### src/rtl/gpr_dump_unit_if.sv
// Output beat stream of the GPR dump unit.
// master drives a beat (valid/data/index/last); slave returns ready.
interface gpr_dump_unit_if #(
   parameter int DATA_W = 32,
   parameter int IDX_W  = 5
);
   logic              out_valid;
   logic              out_ready;
   logic [DATA_W-1:0] out_data;
   logic [IDX_W-1:0]  out_index;
   logic              out_last;

   modport master (output out_valid, out_data, out_index, out_last, input out_ready);
   modport slave  (input out_valid, out_data, out_index, out_last, output out_ready);
endinterface

### src/rtl/gpr_dump_unit.sv
// GPR dump unit: walks register indices 0..NREG-1 through a combinational
// GPR read port and streams each value out as a valid/ready beat.
// Optional feature macro GPR_DUMP_CHECKSUM_EN appends one extra beat
// carrying the XOR of all dumped words (out_index=0, out_last=1).
module gpr_dump_unit #(
   parameter int DATA_W = 32,
   parameter int NREG   = 32,
   parameter int IDX_W  = 5
) (
   input  logic               clock,
   input  logic               reset,
   input  logic               start,
   output logic [IDX_W-1:0]   gpr_rd_num,
   input  logic [DATA_W-1:0]  gpr_rd_data,
   gpr_dump_unit_if.master    out_if,
   output logic               busy,
   output logic               done
);

   localparam logic [IDX_W-1:0] LAST_IDX = IDX_W'(NREG - 1);

   typedef enum logic [2:0] {
      IDLE = 3'd0,
      LOAD = 3'd1,
      SEND = 3'd2,
`ifdef GPR_DUMP_CHECKSUM_EN
      CSUM = 3'd4,
`endif
      DONE = 3'd3
   } state_t;

   state_t            state_q, state_d;
   logic [IDX_W-1:0]  index_q, index_d;
   logic              out_valid_q, out_valid_d;
   logic [DATA_W-1:0] out_data_q, out_data_d;
   logic [IDX_W-1:0]  out_index_q, out_index_d;
   logic              out_last_q, out_last_d;
`ifdef GPR_DUMP_CHECKSUM_EN
   logic [DATA_W-1:0] csum_q, csum_d;
`endif

   logic hs;
   assign hs = out_valid_q & out_if.out_ready;

   // State and beat registers; reset wins over any pending handshake
   always_ff @(posedge clock) begin
      if (reset) begin
         state_q     <= IDLE;
         index_q     <= '0;
         out_valid_q <= 1'b0;
         out_data_q  <= '0;
         out_index_q <= '0;
         out_last_q  <= 1'b0;
`ifdef GPR_DUMP_CHECKSUM_EN
         csum_q      <= '0;
`endif
      end else begin
         state_q     <= state_d;
         index_q     <= index_d;
         out_valid_q <= out_valid_d;
         out_data_q  <= out_data_d;
         out_index_q <= out_index_d;
         out_last_q  <= out_last_d;
`ifdef GPR_DUMP_CHECKSUM_EN
         csum_q      <= csum_d;
`endif
      end
   end

   // Next-state and beat capture; the beat registers hold while stalled
   always_comb begin
      state_d     = state_q;
      index_d     = index_q;
      out_valid_d = out_valid_q;
      out_data_d  = out_data_q;
      out_index_d = out_index_q;
      out_last_d  = out_last_q;
`ifdef GPR_DUMP_CHECKSUM_EN
      csum_d      = csum_q;
`endif
      case (state_q)
         IDLE: begin
            if (start) begin
               index_d = '0;
`ifdef GPR_DUMP_CHECKSUM_EN
               csum_d  = '0;
`endif
               state_d = LOAD;
            end
         end
         LOAD: begin
            out_valid_d = 1'b1;
            out_data_d  = gpr_rd_data;
            out_index_d = index_q;
`ifdef GPR_DUMP_CHECKSUM_EN
            out_last_d  = 1'b0;   // last is reserved for the checksum beat
`else
            out_last_d  = (index_q == LAST_IDX);
`endif
            state_d     = SEND;
         end
         SEND: begin
            if (hs) begin
               out_valid_d = 1'b0;
`ifdef GPR_DUMP_CHECKSUM_EN
               csum_d      = csum_q ^ out_data_q;
`endif
               if (index_q != LAST_IDX) begin
                  index_d = index_q + 1'b1;
                  state_d = LOAD;
               end else begin
`ifdef GPR_DUMP_CHECKSUM_EN
                  // fold the final word in directly so CSUM can present at once
                  out_valid_d = 1'b1;
                  out_data_d  = csum_q ^ out_data_q;
                  out_index_d = '0;
                  out_last_d  = 1'b1;
                  state_d     = CSUM;
`else
                  state_d     = DONE;
`endif
               end
            end
         end
`ifdef GPR_DUMP_CHECKSUM_EN
         CSUM: begin
            if (hs) begin
               out_valid_d = 1'b0;
               state_d     = DONE;
            end
         end
`endif
         DONE:    state_d = IDLE;
         default: state_d = IDLE;
      endcase
   end

   assign gpr_rd_num       = index_q;
   assign busy             = (state_q != IDLE);
   assign done             = (state_q == DONE);
   assign out_if.out_valid = out_valid_q;
   assign out_if.out_data  = out_data_q;
   assign out_if.out_index = out_index_q;
   assign out_if.out_last  = out_last_q;

endmodule
### src/flat_wrapper.sv
// flat-port wrapper written by rule: the top's interface ports become plain ports
module gpr_dump_unit_flat 
#(
   parameter int DATA_W = 32,
   parameter int NREG   = 32,
   parameter int IDX_W  = 5
)
  (clock, reset, start, gpr_rd_num, gpr_rd_data, busy, done, out_if_out_valid, out_if_out_data, out_if_out_index, out_if_out_last, out_if_out_ready);
  gpr_dump_unit_if #(.DATA_W(DATA_W), .IDX_W(IDX_W)) out_if_i ();
  input  logic clock;
  input  logic reset;
  input  logic start;
  output logic [IDX_W-1:0] gpr_rd_num;
  input  logic [DATA_W-1:0] gpr_rd_data;
  output logic busy;
  output logic done;
  output wire logic [$bits(out_if_i.out_valid)-1:0] out_if_out_valid;
  output wire logic [$bits(out_if_i.out_data)-1:0] out_if_out_data;
  output wire logic [$bits(out_if_i.out_index)-1:0] out_if_out_index;
  output wire logic [$bits(out_if_i.out_last)-1:0] out_if_out_last;
  input wire logic [$bits(out_if_i.out_ready)-1:0] out_if_out_ready;
  assign out_if_out_valid = out_if_i.out_valid;
  assign out_if_out_data = out_if_i.out_data;
  assign out_if_out_index = out_if_i.out_index;
  assign out_if_out_last = out_if_i.out_last;
  assign out_if_i.out_ready = out_if_out_ready;
  gpr_dump_unit #(.DATA_W(DATA_W), .NREG(NREG), .IDX_W(IDX_W)) u_core (.clock(clock), .reset(reset), .start(start), .gpr_rd_num(gpr_rd_num), .gpr_rd_data(gpr_rd_data), .out_if(out_if_i), .busy(busy), .done(done));
endmodule
### config.mk
export PLATFORM = sky130hd
export DESIGN_NAME = gpr_dump_unit_flat
export DESIGN_NICKNAME = d
export VERILOG_FILES = /design/src/rtl/gpr_dump_unit_if.sv /design/src/rtl/gpr_dump_unit.sv /design/src/flat_wrapper.sv
export SDC_FILE = /design/constraint.sdc
export NUM_CORES = 1
export LEC_CHECK = 0
export ABC_AREA = 0
export BUFFER_PORTS_ARGS = -buffer_cell sky130_fd_sc_hd__buf_2
export CAP_MARGIN = 40
export CELL_PAD_IN_SITES_DETAIL_PLACEMENT = 1
export CELL_PAD_IN_SITES_GLOBAL_PLACEMENT = 1
export CORE_UTILIZATION = 34
export CTS_BUF_LIST = sky130_fd_sc_hd__clkbuf_16
export CTS_CLUSTER_SIZE = 24
export DETAILED_ROUTE_END_ITERATION = 16
export PLACE_DENSITY = 0.88
export SLEW_MARGIN = 20
export SYNTH_ARGS = -nofsm -noshare
export SYNTH_HDL_FRONTEND = slang
export SYNTH_SLANG_ARGS = --single-unit
export TNS_END_PERCENT = 30
### constraint.sdc
create_clock -name clock -period 3.4 [get_ports clock]
set_clock_uncertainty 0.05 [all_clocks]
set_input_delay 0.51 -clock clock [delete_from_list [all_inputs] [get_ports clock]]
set_output_delay 0.51 -clock clock [all_outputs]
set_load 0.005 [all_outputs]
==> flow_summary.json <==
{
  "drtPass1Iterations": 4,
  "synth_top_family_by_area": "simple AND/OR/NAND/NOR gates",
  "period_share": 0.5894,
  "drive_above_1_share": 0.3471,
  "ant_nets": 0,
  "setup_viol": 0,
  "post_cts_buffers": 0,
  "endpoint_kind": "flop",
  "htreeDepth": 2,
  "tns_ns": 0,
  "yosysWarnings": 0,
  "max_stage_delay_ns": 0.52,
  "fmax_mhz": 499.0,
  "maxCapViolCount": 0,
  "via_count": 1735,
  "fillerInstances": 620,
  "seqCellArea_um2": 920.9,
  "crit_buf_inv": 0,
  "p_leak_nw": 1.082,
  "wl_mm": 4.667,
  "yosysSeqAreaShare": 0.5265,
  "slew_violations": 0,
  "crit_top_cell": "ha_1",
  "dpl.hpwl_mm": 3.349,
  "multi_input_comb_area_um2": 753.2,
  "die-height_um": 73.73,
  "cts_made_buffers": 5,
  "synth.area.top_cells": "dfxtp_1 (53%), nand2_1 (16%), a21oi_1 (12%)",
  "worstPathCellList": "ha_1, and3_1, ha_1, nand3b_4, or4_1, a31oi_1",
  "peakVddDrop_mv": 0.2310,
  "synth_xor_area_frac": 0,
  "hold_viol": 0,
  "drc": 0,
  "clk_latency_ns": 0.28,
  "synth_nets": 250,
  "die_w_um": 73.73,
  "synth.most_common_cell": "nand2_1",
  "rsz0062_at_grt": "no",
  "synth_top_flop_cell": "dfxtp_1",
  "cts_num_sinks": 46,
  "portBuffers": 81,
  "slew_headroom": 0.6873,
  "cts_root_buf": "clkbuf_16",
  "cts.repair.resized": 0,
  "stdcell_area_um2": 2386,
  "muxShareOfSynthArea": 0,
  "routabilityCongestion": 0.8601,
  "track_usage": 0.1770,
  "start_util": 0.3608,
  "synth_common_cells": "nand2_1 (76), dfxtp_1 (46), a21oi_1 (43)",
  "antenna_found_initial": 0,
  "postCtsHoldBufs": 0,
  "status": "finished clean",
  "io_pins": 82,
  "grt_pass1_vias": 1616,
  "synth-simple-area-share": 0.2496,
  "post_drt_via_cell_ratio": 4.846,
  "row_count": 25,
  "wl_per_cell_um": 13.04,
  "syn_inst": 212,
  "area_growth_syn_to_layout_pct": 36.41,
  "cts_tree": "done",
  "crit_type": "flop to flop",
  "die_area_um2": 5435,
  "synth-edff-count": 0,
  "synth_top_area_frac": 0.5265,
  "cts_buffer_depth": 2,
  "path_clk_slew_ns": 0.06,
  "syn_area_per_cell_um2": 8.251,
  "drt_iter0_markers": 65,
  "cp_max_fo": 9,
  "synth_fa_ha_area_frac": 0.01431,
  "min_path_type": "flop to flop",
  "power_density_nw_per_um2": 521.5,
  "overflow": 0,
  "crit_path_start_kind": "flop",
  "async_flop_share": 0,
  "diodes": 0,
  "critPathTopFamily": "simple AND/OR/NAND/NOR gates",
  "grt_max_degree": 47,
  "synth_compound_area_frac": 0.1652,
  "yosysTopAreaCell": "dfxtp_1",
  "nNetsFinal": 328,
  "worst_slew_pin_slew_ns": 0.4690,
  "grt_first_pass_wirelength_mm": 7.383,
  "cp.required_ns": 3.56,
  "critPathArrivalTime_ns": 2.16,
  "synth_cell_types": 29,
  "synth-seq-cells": 46,
  "period_needed_ns": 2.004,
  "core_area_um2": 4848,
  "placed_area_um2": 2182,
  "synth_area_um2": 1749,
  "critPathSlowestCell": "or4_1"
}
## state kept, by name (all words and copies together), names as in the netlist
register                 cells
u_core.out_if.out_index      5
u_core.out_if.out_last       1
u_core.out_if.out_valid      1
u_core.out_if.out_data      32
u_core.gpr_rd_num            5
u_core.state_q               2
## path summary, 6_finish.rpt
check,startpoint,to,slack (ns),cells past startpoint
max reg2reg,u_core.gpr_rd_num[0],u_core.gpr_rd_num[3],1.40,6
max,u_core.gpr_rd_num[0],u_core.gpr_rd_num[3],1.40,6
min reg2reg,u_core.out_if.out_data[19],u_core.out_if.out_data[19],0.40,2
min,u_core.out_if.out_data[19],u_core.out_if.out_data[19],0.40,2
## tightest hold or removal path, cell delays in order, from the launching register on
cell     delay (ns)
dfxtp_1        0.30
nand2_1        0.05
a21oi_1        0.05
## cells by family (layout without fill, tap and decap cells)
kind of cell,Yosys count,count (layout)
compound gates,53,53
fa+ha+maj,2,2
buf+inv,15,94
flops,46,46
simple gates,96,96
## per-layer routing
| layer | up-vias | part of all wire | GRT usage |
|---|---|---|---|
| li1 | 861 | - | - |
| met1 | 823 | 0.45 | 0.2091 |
| met2 | 47 | 0.49 | 0.3150 |
| met3 | 4 | 0.051 | 0.05213 |
| met4 | 0 | 0.0049 | 0.03846 |
| met5 | - | 0 | 0 |
## metrics by stage
stage	util	std cells	hold slack [ns]	total power, W	worst slack [ns]
2_1_floorplan	-	212	0.3999	0.0006544	1.543
6_report	0.4921	358	0.4033	0.001244	1.396
4_1_cts	0.4841	356	0.4035	0.001255	1.369
5_1_grt	0.4921	358	0.4225	0.001294	1.284
3_5_place_dp	0.4501	348	0.3951	0.0007121	1.384
3_3_place_gp	0.4501	348	0.3894	0.0007068	1.487
## report_power, final
| part | internal, W | switching, W | total, W |
|---|---|---|---|
| logic | 0.0000569 | 0.0000705 | 0.000127 |
| clock network | 0.000344 | 0.000196 | 0.000540 |
| registers | 0.000561 | 0.0000153 | 0.000577 |
## layout by cell type, fill, tap and decap left out, types with 2 or more instances in the layout
cell,netlist,final
a21oi_1,43,43
a31oi_1,2,2
buf_2,6,81
buf_4,1,2
clkbuf_16,0,5
clkinv_2,0,2
dfxtp_1,46,46
ha_1,2,2
nand2_1,76,76
nand3_1,2,2
nor2_1,2,2
o211ai_1,6,6
or4_1,2,2
## final cells by class
type	instances	area share
inverter	1	0.001573
multi-input combinational	151	0.3157
timing repair buffer	85	0.1924
tap	67	0.03513
clock buffer	5	0.05244
clock inverter	3	0.01678
sequential	46	0.3859
Note: power is estimated with default switching activity, not from simulation.
